### src/rtl/cypher_pkg.sv
// ============================================================================
// cypher_pkg : types, constants and keystream step shared by both cypher ends
// Revision   : 1.0
// ============================================================================
`default_nettype none

package cypher_pkg;

  typedef logic [7:0] byte_t;

  localparam byte_t CYPHER_SEED = 8'hA5;
  localparam byte_t CYPHER_POLY = 8'hB8;
  localparam byte_t CYPHER_IDLE = 8'h00;

  // One Galois LFSR shift: the bit leaving at the bottom folds the tap mask back in.
  function automatic byte_t lfsr_step(input byte_t k, input byte_t poly = CYPHER_POLY);
    return (k >> 1) ^ (k[0] ? poly : 8'h00);
  endfunction

endpackage

`default_nettype wire

### src/rtl/cypher_decryptor_if.sv
// ============================================================================
// cypher_decryptor_if : cypher input byte plus plaintext valid/ready port
// Revision            : 1.0
// ============================================================================
`default_nettype none

interface cypher_decryptor_if;
  import cypher_pkg::*;

  byte_t cypher_in;
  byte_t plain_data;
  logic  plain_valid;
  logic  plain_ready;

  modport master (
    input  cypher_in,
    input  plain_ready,
    output plain_data,
    output plain_valid
  );

  modport slave (
    output cypher_in,
    output plain_ready,
    input  plain_data,
    input  plain_valid
  );

endinterface

`default_nettype wire

### src/rtl/cypher_fifo.sv
// ============================================================================
// cypher_fifo : synchronous FIFO with flush; head output holds when empty
// Revision    : 1.0
// ============================================================================
`default_nettype none

module cypher_fifo #(
  parameter int DEPTH = 8,
  parameter int WIDTH = 8
) (
  input  wire logic             clk,
  input  wire logic             rst,
  input  wire logic             flush,
  input  wire logic             push,
  input  wire logic [WIDTH-1:0] din,
  input  wire logic             pop,
  output logic      [WIDTH-1:0] dout,
  output logic                  full,
  output logic                  empty
);

  localparam int          AW      = $clog2(DEPTH);
  localparam logic [AW:0] PTR_ONE = {{AW{1'b0}}, 1'b1};

  logic [AW:0]      wr_ptr;
  logic [AW:0]      rd_ptr;
  logic [WIDTH-1:0] mem [DEPTH];
  logic [WIDTH-1:0] hold;
  logic             do_push;
  logic             do_pop;

  assign empty   = (wr_ptr == rd_ptr);
  assign full    = (wr_ptr[AW] != rd_ptr[AW]) && (wr_ptr[AW-1:0] == rd_ptr[AW-1:0]);
  assign do_pop  = pop && !empty;
  // A simultaneous pop frees the slot, so a push into a full FIFO still lands.
  assign do_push = push && (!full || do_pop);

  // hold tracks the head so the output keeps its last value once drained.
  assign dout = empty ? hold : mem[rd_ptr[AW-1:0]];

  always_ff @(posedge clk or negedge rst) begin
    if (!rst) begin
      wr_ptr <= '0;
      rd_ptr <= '0;
      hold   <= '0;
    end else if (flush) begin
      wr_ptr <= '0;
      rd_ptr <= '0;
    end else begin
      if (do_push) wr_ptr <= wr_ptr + PTR_ONE;
      if (do_pop)  rd_ptr <= rd_ptr + PTR_ONE;
      if (!empty)  hold   <= mem[rd_ptr[AW-1:0]];
    end
  end

  always_ff @(posedge clk) begin
    if (rst && !flush && do_push) mem[wr_ptr[AW-1:0]] <= din;
  end

endmodule

`default_nettype wire

### src/rtl/cypher_decryptor.sv
// ============================================================================
// cypher_decryptor : LFSR-keyed XOR decryption into a buffered plaintext port
// Revision         : 1.0
// ============================================================================
`default_nettype none

import cypher_pkg::*;

module cypher_decryptor #(
  parameter byte_t SEED       = CYPHER_SEED,
  parameter byte_t POLY       = CYPHER_POLY,
  parameter int    MSG_LEN    = 16,
  parameter int    FIFO_DEPTH = 8
) (
  input  wire logic           clk,
  input  wire logic           rst,
  input  wire logic           restart,
  cypher_decryptor_if.master  cyp,
  output byte_t               byte_count,
  output logic                done,
  output logic                overflow
);

  localparam byte_t LAST_IDX = byte_t'(MSG_LEN - 1);

  byte_t key;
  byte_t plain;
  logic  accept;
  logic  pop;
  logic  full;
  logic  empty;

  assign accept = (cyp.cypher_in != CYPHER_IDLE) && !done && !restart;
  assign pop    = cyp.plain_valid && cyp.plain_ready;
  assign plain  = cyp.cypher_in ^ key;

  // Key and count advance even on a dropped byte to stay in step with the sender.
  always_ff @(posedge clk or negedge rst) begin
    if (!rst) begin
      key        <= SEED;
      byte_count <= '0;
      done       <= 1'b0;
      overflow   <= 1'b0;
    end else if (restart) begin
      key        <= SEED;
      byte_count <= '0;
      done       <= 1'b0;
      overflow   <= 1'b0;
    end else if (accept) begin
      key        <= lfsr_step(key, POLY);
      byte_count <= byte_count + 8'd1;
      if (byte_count == LAST_IDX) done     <= 1'b1;
      if (full && !pop)           overflow <= 1'b1;
    end
  end

  cypher_fifo #(
    .DEPTH (FIFO_DEPTH),
    .WIDTH (8)
  ) u_fifo (
    .clk   (clk),
    .rst   (rst),
    .flush (restart),
    .push  (accept),
    .din   (plain),
    .pop   (cyp.plain_ready),
    .dout  (cyp.plain_data),
    .full  (full),
    .empty (empty)
  );

  assign cyp.plain_valid = !empty;

endmodule

`default_nettype wire

### src/flat_wrapper.sv
// flat-port wrapper written by rule: the top's interface ports become plain ports
module cypher_decryptor_flat 
#(
  parameter byte_t SEED       = CYPHER_SEED,
  parameter byte_t POLY       = CYPHER_POLY,
  parameter int    MSG_LEN    = 16,
  parameter int    FIFO_DEPTH = 8
)
  (clk, rst, restart, byte_count, done, overflow, cyp_cypher_in, cyp_plain_ready, cyp_plain_data, cyp_plain_valid);
  cypher_decryptor_if cyp_i ();
  input  wire logic clk;
  input  wire logic rst;
  input  wire logic restart;
  output byte_t byte_count;
  output logic done;
  output logic overflow;
  input wire logic [$bits(cyp_i.cypher_in)-1:0] cyp_cypher_in;
  input wire logic [$bits(cyp_i.plain_ready)-1:0] cyp_plain_ready;
  output wire logic [$bits(cyp_i.plain_data)-1:0] cyp_plain_data;
  output wire logic [$bits(cyp_i.plain_valid)-1:0] cyp_plain_valid;
  assign cyp_i.cypher_in = cyp_cypher_in;
  assign cyp_i.plain_ready = cyp_plain_ready;
  assign cyp_plain_data = cyp_i.plain_data;
  assign cyp_plain_valid = cyp_i.plain_valid;
  cypher_decryptor #(.SEED(SEED), .POLY(POLY), .MSG_LEN(MSG_LEN), .FIFO_DEPTH(FIFO_DEPTH)) u_core (.clk(clk), .rst(rst), .restart(restart), .cyp(cyp_i), .byte_count(byte_count), .done(done), .overflow(overflow));
endmodule
### config.mk
export PLATFORM = sky130hd
export DESIGN_NAME = cypher_decryptor_flat
export DESIGN_NICKNAME = d
export VERILOG_FILES = /design/src/rtl/cypher_pkg.sv /design/src/rtl/cypher_decryptor_if.sv /design/src/rtl/cypher_fifo.sv /design/src/rtl/cypher_decryptor.sv /design/src/flat_wrapper.sv
export SDC_FILE = /design/constraint.sdc
export NUM_CORES = 1
export LEC_CHECK = 0
export ABC_CLOCK_PERIOD_IN_PS = 2800
export CAP_MARGIN = 10
export CORE_MARGIN = 2
export CORE_UTILIZATION = 25
export CTS_CLUSTER_SIZE = 14
export DETAILED_ROUTE_END_ITERATION = 7
export PLACE_DENSITY = 0.43
export SYNTH_ARGS = -nofsm -noshare
export SYNTH_HDL_FRONTEND = slang
export SYNTH_SLANG_ARGS = --single-unit
### constraint.sdc
create_clock -name clk -period 2.8 [get_ports clk]
set_clock_uncertainty 0.15 [all_clocks]
set_input_delay 0.7 -clock clk [delete_from_list [all_inputs] [get_ports clk]]
set_output_delay 0.7 -clock clk [all_outputs]
set_load 0.02 [all_outputs]
# == Yosys cells after proc, flatten, opt, wreduce, memory -nomap -nowiden ==
# Memories as Yosys holds them, arrays and structs flattened.
# Index checks and enable logic that the tools add are counted.
# totals
word_cells,57
regBits,34
in_bits,12
out_inout_bits,19
mem_bits_rw,64
memories,1
# memory_table
memory,depth,width,read_ports,rd_ports_with_merged_regs,write_ports,line_no,rtl
u_core.u_fifo.mem,8,8,1,0,1,cypher_fifo.sv:27,logic [WIDTH-1:0] mem [DEPTH];
# op_classes
add_sub_neg,3
reduce_logical,22
n_eq_ne,4
n_bitwise,2
muxes,18
# op_table
op,count
8-bit 2-to-1 mux,6
4-bit 2-to-1 mux,4
2-bit nonzero test,5
"4-bit by 1-bit adder with 4-bit output, second input constant",2
"8-bit by 1-bit adder with 8-bit output, second input constant",1
"8-bit by 4-bit == test with 1-bit output, second input constant",1
1-bit logical AND,8
1-bit 2-to-1 mux,8
8-bit nonzero test,1
7-bit by 8-bit bitwise XOR with 8-bit output,1
8-bit bitwise XOR,1
1-bit logical NOT,5
4-bit == test,1
2-bit AND reduction,2
3-bit == test,1
1-bit logical OR,1
1-bit inequality test,1

# == Logic depth before layout (Yosys ltp) ==
# Gate-level depths: netlist (run 1).
# logic_depth
ltp_word,8
depth_mapped,6
depth_no_buf,5

# == Modules after synthesis ==
# Synthesis (run 1) repeated with hierarchy kept, for this count alone.
# hier_totals
cells_unflattened,320
area_unflattened_um2,4460.5
# by_module_without_submodules
mod,cells_each,seq_area_each_um2,instances,area_per_inst_um2
cypher_fifo,220,2322.2,1,3502.1
cypher_decryptor,100,455.4,1,958.4

# == Worst setup path before layout (run 1) ==
# No wires, ideal clock.
# synth_timing
kind,register -> output
startpoint,register u_core.u_fifo.rd_ptr[1]
endpoint,output port cyp_plain_data[6]
path_stages_with_launch,7
path_slack_ns,0.279
t_arrival_ns,1.671
required_time_ns,1.950
cell_sequence,dfrtp_1 > buf_4 > xnor2_1 > nand4_1 > clkbuf_1 > nor2_1 > a21oi_1
# synth_between
elab_chain_cells,2
# synth_lines
item,line_no,rtl
start: declaration,cypher_fifo.sv:26,logic [AW:0] rd_ptr;
start signal: assignment,cypher_fifo.sv:51,if (do_pop) rd_ptr <= rd_ptr + PTR_ONE;
memory 8 x 8 bit / 4-bit == test (equally long branches),n/a,
8-bit 2-to-1 mux (*),n/a,
end: declaration,flat_wrapper.sv:19,output wire logic [$bits(cyp_i.plain_data)-1:0] cyp_plain_data;
# Every way passes the cells marked *; elsewhere a longest branch is shown, timed or not.

# == Worst setup path after layout (run 1) ==
# layout_timing
startpoint,register u_core.u_fifo.rd_ptr[0]
endpoint,output port cyp_plain_data[6]
# The elaborated chain is that of the path after synthesis.

==> impl_metrics.csv, run 1 <==
group,metric,value,unit
status,status,"finished, violations left",
status,violations,"setup timing",
drt,remaining_drc_errors,0,
finish,drive_gt1_frac,0.308,
logic_synthesis,yosysUniqueCellTypes,44,
flow_run,drv_cap,0,
logic_synthesis,ys_ff_latch,98,
logic_synthesis,synthTopCellsByArea,"edfxtp_1 (43%), dfrtp_1 (17%), mux4_2 (8.1%), a21oi_1 (2.8%), nor2_1 (2.8%)",
worst_setup_path,crit_end,"cyp_plain_data[6]",
timing,timing.fmax,352,MHz
worst_setup_path,critPathKind,"reg2out",
floorplan,die_x,137,um
placed_design,gp_congestion,0.752,
logic_synthesis,synth_edf_count,64,
drt,avgViaCountPerCell,4.38,
global_routing,grt_pass1_wl,15700,um
power_and_ir_drop,p_sw_frac,0.280,
worst_setup_path,worst-path-max-fanout,7,
logic_synthesis,synth_cells,302,
logic_synthesis,async_flop_share,0.347,
worst_setup_path,rr_endpoint,"u_core.u_fifo.mem[0][6]$_DFFE_PP_",
clock_network,hold_buffers,0,
global_routing,grt_pass1_vias,2757,
floorplan,dieArea,0.0188,mm^2
timing,rsz0062_at_grt,"yes",
clock_network,cts_tree,"done",
worst_setup_path,critPathLaunch,"u_core.u_fifo.rd_ptr[0]$_DFFE_PN0P_",
global_routing,antenna_found_initial,0,
drt,wl_met1,4540,um
logic_synthesis,ys.warnings.count,0,
clock_network,cts.sinks,98,
worst_setup_path,crit_arrival,1990,ps
logic_synthesis,syn_area_per_cell,14.6,um^2
worst_setup_path,r2r_cells,6,
worst_setup_path,cp-start-kind,"register",
placed_design,placed_cells,584,
floorplan,start_util,0.256,
timing,period_minus_slack,2840,ps
drt,drtIter0Drc,186,
power_and_ir_drop,power_density,642,mW/mm^2
global_routing,track_usage,0.114,
finish,syn2layout_area_growth,30.1,%
logic_synthesis,synth_nets,317,
floorplan,die_y,137,um
finish,ff_latch_area,0.00278,mm^2
placed_design,port_buffers,30,
drt,detail-route-antenna-nets,0,
clock_network,cts-root-buf,"clkbuf_16",
clock_network,clkLatencyLatePin,350,ps
worst_setup_path,critPathCaptureType,"output pin",
clock_network,cts.path.max_buffers,2,
timing,worst_slack,-40.8,ps
min_path,min_path_type,"in2async",
power_and_ir_drop,internal_power,0.00266,W
power_and_ir_drop,p_seq_frac,0.467,
worst_setup_path,rr_startpoint,"u_core.u_fifo.rd_ptr[0]$_DFFE_PN0P_",
finish,num-fill-cells,1705,
clock_network,htreeDepth,3,
worst_setup_path,r2r_slack,570,ps
drt,routed-wl-met3,270,um
timing,final_max_slew_viol_count,0,
power_and_ir_drop,ir_drop,296,uV
timing,hold_violations,0,
timing,maxSlewHeadroom,0.524,
clock_network,path_clk_slew,70,ps
power_and_ir_drop,power_frac_comb,0.215,
power_and_ir_drop,leakage,2.06,nW
drt,top_layer,"met4",
timing,tightest_slew,712,ps
finish,multi_input_area,0.00159,mm^2
timing,setup_viol,4,
logic_synthesis,synth_top_area_share,0.435,
clock_network,cts_made_buffers,9,
logic_synthesis,synth_ff_type,"edfxtp_1",
timing,min_period_over_period,1.01,
placed_design,dp_hpwl,6820,um
logic_synthesis,syn_area,0.00442,mm^2
finish,diodes,0,
floorplan,rows,48,
logic_synthesis,synth_top_area_cell,"edfxtp_1",
drt,wl_met2,4830,um
drt,num_vias,2666,
timing,hold_ws,269,ps
drt,dr.pass1.iters,4,
power_and_ir_drop,pwr-share-clk,0.318,
power_and_ir_drop,p_sw,0.00103,W
drt,wire_per_inst,16.2,um
logic_synthesis,ys_seq_area_frac,0.628,
finish,layout.nets,393,
floorplan,ioPinCount,31,
drt,routed_wl,9870,um
floorplan,core_area,0.0173,mm^2
finish,final_cells,608,
global_routing,grt.overflow.total,0,
global_routing,grt_max_degree,35,
worst_setup_path,critical_path_required,1950,ps
cell families after synthesis:
kind of cell / share of synthesized area
xor+xnor: 0.0413
flops: 0.628
simple gates: 0.107
fa+ha+maj: 0.00849
mux: 0.115
buf+inv: 0.0238
compound gates: 0.0761
layout by cell type, fill, tap and decap left out, types with 4 or more instances in the layout:
master           instances
edfxtp_1                64
buf_4                   43
nor2_1                  33
dfrtp_1                 29
a21oi_1                 23
clkdlybuf4s50_1         20
mux4_2                  16
nand2_1                 16
buf_12                  11
xnor2_1                  9
clkbuf_16                9
xor2_1                   8
nor2b_1                  8
and2_1                   6
mux2i_2                  5
and4_1                   4
nand3_1                  4
a211oi_1                 4
mux2_1                   4
nand3b_1                 4
buf_6                    4
dfstp_2                  4
power by group through the flow:
stage | sequential [W] | clock, W | combinational (W)
after floorplan | 0.00174 | 0 | 0.000446
after global placement | 0.00175 | 0 | 0.000737
after detailed placement | 0.00176 | 0 | 0.000750
after CTS | 0.00173 | 0.00121 | 0.000738
after global routing | 0.00174 | 0.00127 | 0.000872
final | 0.00173 | 0.00117 | 0.000792
metrics by stage:
stage | instance area, um^2 | power (W) | utilization | TNS, ps | worst slack, ps
finish | 5750 | 0.00369 | 0.333 | -101 | -40.8
global route | 5750 | 0.00388 | 0.333 | -726 | -142
CTS | 5650 | 0.00368 | 0.327 | -302 | -95.6
detailed placement | 5340 | 0.00250 | 0.309 | -366 | -73.0
global placement | 5340 | 0.00249 | 0.309 | -341 | -64.1
floorplan | 4420 | 0.00219 | - | 0 | 279
worst max-delay path: stages, from the launching register on:
cell     delay, ps
dfrtp_2        420
buf_12         140
buf_4          130
mux4_2         510
mux2i_2        190
a21oi_1        100
buf_4          170
registers in the layout, summed over array words and instances (netlist names):
register              count
u_core.u_fifo.mem        64
u_core.byte_count         8
u_core.key                8
u_core.u_fifo.hold        8
u_core.u_fifo.rd_ptr      4
u_core.u_fifo.wr_ptr      4
u_core.done               1
u_core.overflow           1
layer usage:
layer | vias up | global-route usage
met5 | - | 0
met4 | 0 | 0.0533
met3 | 14 | 0.0237
met2 | 40 | 0.189
met1 | 1329 | 0.143
li1 | 1283 | -
worst min path at each step:
stage	start	endpoint	slack, ps	depth (start not counted)
floorplan	rst	u_core.byte_count[0]$_DFFE_PN0P_	250	0
global placement	u_core.key[7]$_DFFE_PN1P_	u_core.key[7]$_DFFE_PN1P_	340	2
detailed placement	u_core.key[7]$_DFFE_PN1P_	u_core.key[7]$_DFFE_PN1P_	350	2
CTS	rst	u_core.u_fifo.hold[2]$_DFFE_PN0N_	290	2
global route	rst	u_core.u_fifo.hold[1]$_DFFE_PN0N_	320	2
finish	rst	u_core.u_fifo.hold[6]$_DFFE_PN0N_	270	2
repair_timing:
| item | 4_1_cts | 5_1_grt |
|---|---|---|
| gates cloned | 1 | 0 |
| setup endpoints to repair | 9 | 9 |
| buffers inserted | 3 | 5 |
| pin swaps | 1 | 5 |
| gates resized for setup | 39 | 19 |
cell type report:
class                           instances  area share
Inverter                                3     0.00196
Clock buffer                           10      0.0398
Timing Repair Buffer                   81       0.140
Tap cell                              225      0.0489
Clock inverter                          6     0.00892
Multi-Input combinational cell        185       0.277
Sequential cell                        98       0.483
synthesized netlist by cell type (2+ instances only):
library cell	instances
edfxtp_1	64
nor2_1	33
dfrtp_1	30
a21oi_1	25
mux4_2	16
nand2_1	16
xnor2_1	11
mux2i_1	9
nor2b_1	8
xor2_1	8
and2_1	6
buf_2	6
clkbuf_1	5
a211oi_1	4
and4_1	4
dfstp_2	4
mux2_1	4
nand3_1	4
nand3b_1	4
buf_4	3
ha_1	3
inv_1	3
nand2b_1	3
nand4_1	3
a211oi_2	2
a21bo_1	2
a31oi_1	2
buf_6	2
nor3_1	2
nor4_4	2
(Power assumes the default switching activity.)
==> inputs of run 2 (changes only) <==
CTS_CLUSTER_SIZE = not set   (was 14)
==> results of run 2 <==
No change in the layout: final DEF, timing and power equal those of run 1.
==> inputs of run 3 (changes only) <==
CORE_ASPECT_RATIO = 1.1   (was not set)
==> run 3 against run 2 <==
Compared with the run above:
- the flow still finishes with violations (setup timing)
- combinational power rose by 4.2%
- die area about the same
- fmax decreased by 0.44%
- clock power is 8% higher
- highest routed layer unchanged
==> impl_metrics.csv, run 3 (synthesis gave the netlist of run 1 again) <==
group,metric,value,unit
placed_design,dpl_cell_area,0.00531,mm^2
timing,final_max_slew_viol_count,0,
timing,min_period_over_period,1.02,
finish,layout.nets,395,
timing,setup_viol,4,
worst_setup_path,critPathLaunch,"u_core.u_fifo.rd_ptr[0]$_DFFE_PN0P_",
clock_network,cts-root-buf,"clkbuf_16",
drt,wire_per_inst,15.7,um
floorplan,start_util,0.252,
timing,hold_ws,264,ps
timing,rsz0062_at_grt,"yes",
global_routing,track_usage,0.110,
placed_design,placed_cells,596,
clock_network,cts.sinks,98,
worst_setup_path,crit_slowest_cell,"mux4_2",
clock_network,cts.path.max_buffers,2,
placed_design,gp_congestion,0.713,
global_routing,grt_max_degree,35,
worst_setup_path,critPathCaptureType,"output pin",
drt,routed_wl,9760,um
drt,drtIter0Drc,151,
worst_setup_path,max_stage_delay,510,ps
worst_setup_path,rr_startpoint,"u_core.u_fifo.rd_ptr[0]$_DFFE_PN0P_",
worst_setup_path,worst-path-max-fanout,7,
worst_setup_path,critical_path_required,1950,ps
worst_setup_path,critPathKind,"reg2out",
global_routing,antenna_found_initial,0,
timing,worst_slack,-53.2,ps
status,violations,"setup timing",
timing,period_minus_slack,2850,ps
finish,largest_register_ffs,64,
worst_setup_path,crit_arrival,2000,ps
power_and_ir_drop,power_frac_comb,0.216,
power_and_ir_drop,p_seq_frac,0.453,
power_and_ir_drop,power_density,664,mW/mm^2
power_and_ir_drop,p_sw_frac,0.275,
power_and_ir_drop,p_total,0.00381,W
finish,mostFrequentLayoutCells,"edfxtp_1 (64), buf_4 (41), nor2_1 (33)",
floorplan,die_y,143,um
worst_setup_path,cp-start-kind,"register",
placed_design,dp_hpwl,6620,um
power_and_ir_drop,pwr-share-clk,0.331,
floorplan,ioPinCount,31,
timing,maxSlewHeadroom,0.531,
clock_network,cts_tree,"done",
floorplan,dieArea,0.0188,mm^2
finish,drive_gt1_frac,0.310,
finish,final_cells,622,
drt,num_vias,2668,
timing,tightest_slew,701,ps
global_routing,grt_pass1_vias,2762,
status,status,"finished, violations left",
finish,syn2layout_area_growth,29.9,%
timing,timing.fmax,350,MHz
global_routing,grt.overflow.total,0,
drt,avgViaCountPerCell,4.29,
power_and_ir_drop,leakage,2.05,nW
worst_setup_path,crit_chain,"buf_12 -> buf_4 -> mux4_2 -> mux2i_2 -> a21oi_1 -> buf_2",
clock_network,path_clk_slew,70,ps
power_and_ir_drop,ir_drop,320,uV
clock_network,clkLatencyLatePin,350,ps
drt,remaining_drc_errors,0,
drt,detail-route-antenna-nets,0,
floorplan,core_area,0.0175,mm^2
timing,hold_violations,0,
clock_network,htreeDepth,3,
min_path,min_path_type,"in2async",
finish,layout_commonest_cell,"edfxtp_1",
drt,dr.pass1.iters,4,
finish,diodes,0,
power_and_ir_drop,internal_power,0.00277,W
floorplan,rows,51,
placed_design,post-place-ws,-67.1,ps
flow_run,drv_cap,0,
power_and_ir_drop,p_sw,0.00105,W
floorplan,die_x,131,um
placed_design,port_buffers,30,
finish,final_area,0.00574,mm^2
clock_network,cts_made_buffers,9,
global_routing,grt_pass1_wl,15400,um
==> run 3: cell types whose count changed in the layout (fill, tap and decap cells not counted), moves of 2 or more <==
cell / delta
buf_4: -2
mux2i_1: +2
buf_12: -5
buf_6: +6
buf_2: +3
==> run 3: per-stage QoR <==
stage                      util  TNS, ps
after floorplan               -        0
after global placement    0.303     -473
after detailed placement  0.303     -747
after CTS                 0.321     -528
after global routing      0.327     -660
final                     0.327     -105
==> run 3: worst paths after layout <==
kind | slack (ps) | cells after the start | to
setup / recovery | -50 | 6 | cyp_plain_data[5]
hold / removal | 260 | 2 | u_core.u_fifo.hold[0]$_DFFE_PN0N_
setup reg to reg | 370 | 6 | u_core.u_fifo.mem[3][0]$_DFFE_PP_
hold reg to reg | 360 | 2 | u_core.key[2]$_DFFE_PN1P_
max in group asynchronous | 1870 | 2 | u_core.key[5]$_DFFE_PN1P_
min in group clk | 360 | 2 | u_core.key[2]$_DFFE_PN1P_
==> run 3: layout make-up <==
cell class,instances,area (um^2)
fillers,1716,11800
inverters,3,11.3
repair buffers,83,776
flip-flops and latches,98,2780
well taps,238,298
clock inverters,6,75.1
clock buffers,9,225
multi-input cells,185,1580
==> run 3: worst max-delay path: cells and delay by family, from the launching register on <==
kind,cells,cell delay [ps]
AO/OA/AOI/OAI,1,90
multiplexers,2,710
buffers and inverters,3,420
flip-flops,1,430
==> run 3: metal layers <==
metal / part of all wire / global-route usage / wire [um]
met5: 0 / 0 / 0
met4: 0.020 / 0.0487 / 197
met3: 0.025 / 0.0212 / 248
met2: 0.48 / 0.174 / 4680
met1: 0.48 / 0.147 / 4640
==> run 3: power by group through the flow <==
stage,clock (W),combinational (W),sequential [W]
after floorplan,0,0.000446,0.00174
after global placement,0,0.000741,0.00175
after detailed placement,0,0.000749,0.00176
after CTS,0.00130,0.000729,0.00173
after global routing,0.00136,0.000903,0.00174
final,0.00126,0.000825,0.00173
==> run 3: repair_timing <==
| action | CTS | global route |
|---|---|---|
| hold buffers | 0 | 0 |
| cloned | 1 | 2 |
| buffers inserted | 2 | 6 |
| pin swaps | 0 | 3 |
| gates resized for setup | 32 | 30 |
| endpoints found under the setup margin | 9 | 9 |
